<file path="config.mk">
export PLATFORM = sky130hd
export DESIGN_NAME = divider_32b_iter
export DESIGN_NICKNAME = d
export VERILOG_FILES = /design/src/rtl/divider_32b_iter.sv
export SDC_FILE = /design/constraint.sdc
export NUM_CORES = 1
export LEC_CHECK = 0
export ABC_AREA = 1
export CAP_MARGIN = 20
export CORE_MARGIN = 2
export CORE_UTILIZATION = 40
export DETAILED_ROUTE_END_ITERATION = 12
export HOLD_SLACK_MARGIN = 0.03
export PLACE_DENSITY_LB_ADDON = 0.2
export RECOVER_POWER = 100
export SYNTH_ARGS = -nofsm -noshare
export SYNTH_HDL_FRONTEND = slang
export SYNTH_SLANG_ARGS = --single-unit
</file>
<file path="constraint.sdc">
create_clock -name clk -period 3.2 [get_ports clk]
set_clock_uncertainty 0.2 [all_clocks]
set_input_delay 0.48 -clock clk [delete_from_list [all_inputs] [get_ports clk]]
set_output_delay 0.48 -clock clk [all_outputs]
set_load 0.1 [all_outputs]
</file>
<file path="src/rtl/divider_32b_iter.sv">
// Iterative unsigned restoring divider: one quotient bit per clock.
// Operands enter through a val/rdy handshake. The quotient and remainder
// leave through a second val/rdy handshake. The subtract stage is 33 bits
// wide and is built as an add of the complement. Its carry-out selects
// between restoring the partial remainder and keeping the difference.
module divider_32b_iter #(
  parameter int NBITS = 32
) (
  input  logic             clk,
  input  logic             rst,
  input  logic             istream_val,
  output logic             istream_rdy,
  input  logic [NBITS-1:0] dividend,
  input  logic [NBITS-1:0] divisor,
  output logic             ostream_val,
  input  logic             ostream_rdy,
  output logic [NBITS-1:0] quotient,
  output logic [NBITS-1:0] remainder
);

  localparam int CW = $clog2(NBITS);
  localparam logic [CW-1:0] LAST_STEP = CW'(NBITS - 1);

  typedef enum logic [1:0] {
    IDLE = 2'd0,
    CALC = 2'd1,
    DONE = 2'd2
  } state_t;

  state_t           r_state;
  logic [NBITS-1:0] r_quo;   // dividend shifts out the top, quotient bits shift in at the bottom
  logic [NBITS-1:0] r_rem;   // partial remainder, always below the divisor between steps
  logic [NBITS-1:0] r_div;   // divisor captured at the handshake
  logic [CW-1:0]    r_cnt;

  logic [NBITS:0]   w_shift; // partial remainder with the next dividend bit appended
  logic [NBITS:0]   w_diff;  // w_shift minus divisor, as a two's-complement add
  logic             w_fits;  // divisor fits: no borrow out of the 33-bit subtract

  // Subtract by adding the one's complement plus one. Bit NBITS of the
  // result is the borrow: it is set when the divisor exceeds the shifted
  // remainder.
  function automatic logic [NBITS:0] sub_cmpl(input logic [NBITS:0]   a,
                                              input logic [NBITS-1:0] b);
    logic [NBITS:0] b_inv;
    b_inv    = ~{1'b0, b};
    sub_cmpl = a + b_inv + {{NBITS{1'b0}}, 1'b1};
  endfunction

  // One restoring step computed from the working registers.
  always_comb begin
    w_shift = {r_rem, r_quo[NBITS-1]};
    w_diff  = sub_cmpl(w_shift, r_div);
    w_fits  = ~w_diff[NBITS];
  end

  // Handshake flags come from the state register only. The input is also
  // blocked while reset is held.
  assign istream_rdy = (r_state == IDLE) && !rst;
  assign ostream_val = (r_state == DONE);

  // The working registers drive the result ports directly. They hold
  // intermediate values during CALC and are only meaningful under ostream_val.
  assign quotient  = r_quo;
  assign remainder = r_rem;

  // Control FSM and datapath registers. Reset overrides any handshake.
  always_ff @(posedge clk) begin
    if (rst) begin
      r_state <= IDLE;
      r_quo   <= '0;
      r_rem   <= '0;
      r_div   <= '0;
      r_cnt   <= '0;
    end else begin
      case (r_state)
        IDLE: begin
          if (istream_val) begin
            r_quo   <= dividend;
            r_div   <= divisor;
            r_rem   <= '0;
            r_cnt   <= '0;
            r_state <= CALC;
          end
        end

        CALC: begin
          if (w_fits) begin
            r_rem <= w_diff[NBITS-1:0];
            r_quo <= {r_quo[NBITS-2:0], 1'b1};
          end else begin
            r_rem <= w_shift[NBITS-1:0];
            r_quo <= {r_quo[NBITS-2:0], 1'b0};
          end
          r_cnt <= r_cnt + 1'b1;
          if (r_cnt == LAST_STEP) begin
            r_state <= DONE;
          end
        end

        DONE: begin
          // Results stay frozen until the consumer takes them. No new
          // operands are accepted in the same cycle as the output handshake.
          if (ostream_rdy) begin
            r_state <= IDLE;
          end
        end

        default: begin
          r_state <= IDLE;
        end
      endcase
    end
  end

endmodule

</file>
==> impl_metrics.tcl <==
set metrics [dict create \
    p_per_area_nw_per_um2 602.1 \
    synth_commonest_cells "nand2_1 (348), inv_1 (228), dfxtp_1 (103)" \
    grt_pass1_vias 6326 \
    ant_nets 0 \
    finalSetupTns_ns 0 \
    via_count 7016 \
    tightest_slew_ns 1.751 \
    seq_area_frac_synth 0.2908 \
    crit_family "simple AND/OR/NAND/NOR gates" \
    relSlewSlack -0.1686 \
    path_cells "dlygate4sd3_1 -> nand2_2 -> inv_1 -> nor2_1 -> buf_4 -> nand2_1 -> a221oi_1" \
    grt_antenna_before_repair 1 \
    synth_area_leaders "dfxtp_1 (29%), nand2_1 (18%), inv_1 (12%)" \
    cts_tree "done" \
    synth_cell_types 38 \
    max_freq_mhz 359.5 \
    slew_violations 64 \
    worst_setup_path_start_kind "input port" \
    drive_gt1_frac 0.05083 \
    r2r_start "quotient[31]" \
    reg2reg_setup_slack_ns 0.42 \
    num_antenna_cells 0 \
    grt_pass1_wl_um 31270 \
    hold_slack_ns 0.2634 \
    postSynthNetCount 1248 \
    worstPathRequired_ns 3.26 \
    worstHoldEndpoint "r_div[16]" \
    synth_top_cell_area_share 0.2908 \
    violations "max-capacitance violations, max-slew violations" \
    synthArstFlopShare 0 \
    viasPerCell 4.728 \
    path_max_fanout 21 \
    worstRegToRegCells 16 \
    critPathArrivalTime_ns 2.84 \
    io_buffers 133 \
    period_needed_ns 2.782 \
    syn_area_um2 7091 \
    cap_violations 1 \
    avgRoutedWirePerCell_um 12.98 \
    critPathKind "in -> reg" \
    die_y_um 137.1 \
    grt_use_total 0.2075 \
    drt_iter0_drc 319 \
    finalHoldViolations 0 \
    clock_latency_ns 0.36 \
    dp_cells 1468 \
    clockBufferDepth 2 \
    max_stage_delay_ns 0.91 \
    dr.pass1.iters 5 \
    num-fill-cells 1932 \
    slowest_stage "nor2_1" \
    syn_inst 1145 \
    syn_to_final_growth_pct 18.67 \
    status "finished with violations" \
    finalSetupViolations 0 \
    min_path_type "reg -> reg" \
    totalWireLength_um 19260 \
    p_leak_uw 0.004059 \
    top_level_ports 134 \
    grt_setup_unrepaired "false" \
    post_cts_buffers 0 \
    worstHoldStart "r_div[16]" \
    cts_buffers 9 \
    worstSetupEndpointType "flop" \
    die_x_um 137.1 \
    ys.warnings.count 0 \
    synth_seq_cells 103 \
    grt_overflow 0 \
    synth_most_common_cell "nand2_1" \
    fin_cells 1484 \
    start_util 0.4099 \
    fin_nets 1357 \
    yosys.area.top_type "dfxtp_1" \
    drc 0 \
    synth_edf_count 0 \
    hold_buffers 0 \
    finalWeightedCongestion 0.9204 \
    grt_max_degree 71 \
    syn_area_per_cell_um2 6.193 \
    clock_sinks 103 \
    yosys_most_used_dff "dfxtp_1" \
    die_area_um2 18810 \
    period_share 0.8693 \
    post_cts_resized 0 \
    rows 48 \
    holdPathStages 2 \
    dp_hpwl_um 14560 \
    crit_buf_inv 3 \
    worstReg2RegEnd "remainder[19]" \
    h-tree-depth 3 \
    clk_pin_slew_ns 0.07 \
    peakVddDrop_v 0.0002942 \
    core-area_um2 17300 \
    root_buffer "clkbuf_16" \
]
-- where the power goes --
part           internal, uW  leakage (uW)  switching, uW
Clock                   561      0.000151            572
Sequential             1400      0.000846           71.8
Combinational           644       0.00306           1820
Total                  2600       0.00406           2460
-- layout by cell type (no fill, tap or decap), types with 2 or more instances in the layout --
cell             count
a211oi_1            62
a21o_1               2
a21oi_1             79
a21oi_2              5
and2_1               2
buf_4                5
clkbuf_1            66
clkbuf_16            9
clkbuf_2             3
clkdlybuf4s50_1     65
clkinv_8             3
dfxtp_1            103
ha_1                34
inv_1              229
inv_2                6
inv_6                2
nand2_1            349
nand2_2             17
nand2_4              5
nand3_1             48
nand3b_1             4
nand4_1              6
nor2_1              80
nor3_1               8
nor3_2               2
o21ai_0             35
xnor2_1              6
xor2_1               9
-- flip-flops by register name (all words and copies together) (netlist names) --
register,cells
quotient,32
r_cnt,5
r_div,32
r_state,2
remainder,32
-- through the flow --
| stage | instance area [um^2] | power (uW) | util | setup slack [ns] |
|---|---|---|---|---|
| after floorplan | 7096 | 3496 | - | 0.1461 |
| after global placement | 8382 | 4030 | 0.4846 | 0.5754 |
| after detailed placement | 8382 | 4040 | 0.4846 | 0.4901 |
| after CTS | 8693 | 5197 | 0.5026 | 0.4663 |
| after global routing | 8414 | 5442 | 0.4865 | 0.1249 |
| final | 8414 | 5067 | 0.4865 | 0.4183 |
-- layer usage --
metal | track usage | routed length (um)
met5 | 0 | 8
met4 | 0.05842 | 357
met3 | 0.03370 | 1007
met2 | 0.3256 | 8227
met1 | 0.2927 | 9658
-- worst max path at each step --
stage                 startpoint            end  slack, ns  cells past startpoint
CTS                 quotient[31]  remainder[27]       0.47                     17
global route         istream_val   remainder[8]       0.12                      7
floorplan           quotient[31]  remainder[25]       0.15                     19
finish               istream_val       r_cnt[2]       0.42                      7
detailed placement  quotient[31]  remainder[31]       0.49                     17
global placement    quotient[31]  remainder[27]       0.58                     17
-- worst register-to-register path: stages, from the launching register on --
cell     delay [ns]
dfxtp_1        0.32
inv_1          0.09
ha_1           0.17
inv_1          0.06
fa_1           0.39
nand2_1        0.07
nand2_1        0.08
nand3_1        0.09
nand2_1        0.11
nand2_1        0.12
nand2_4        0.07
nand2_4        0.08
nand3_1        0.13
nand2_4        0.35
nand2_1        0.11
nand3_1        0.10
a21oi_1        0.09
-- layout make-up --
cell class	count	area (um^2)	area share
Clock inverter	7	86.33	0.01026
Tap cell	225	281.5	0.03346
Sequential cell	103	2062	0.2451
Multi-Input combinational cell	764	3911	0.4648
Clock buffer	9	225.2	0.02677
Timing Repair Buffer	141	965.9	0.1148
Inverter	235	882.1	0.1048
-- cell families after synthesis --
group | Yosys count | synth area share
adder cells (fa/ha/maj) | 35 | 0.06282
flip-flops | 103 | 0.2908
AO/OA/AOI/OAI | 188 | 0.1615
buffers and inverters | 278 | 0.1563
XOR/XNOR | 15 | 0.01853
AND/OR/NAND/NOR | 526 | 0.3100
(Power assumes the default switching activity.)
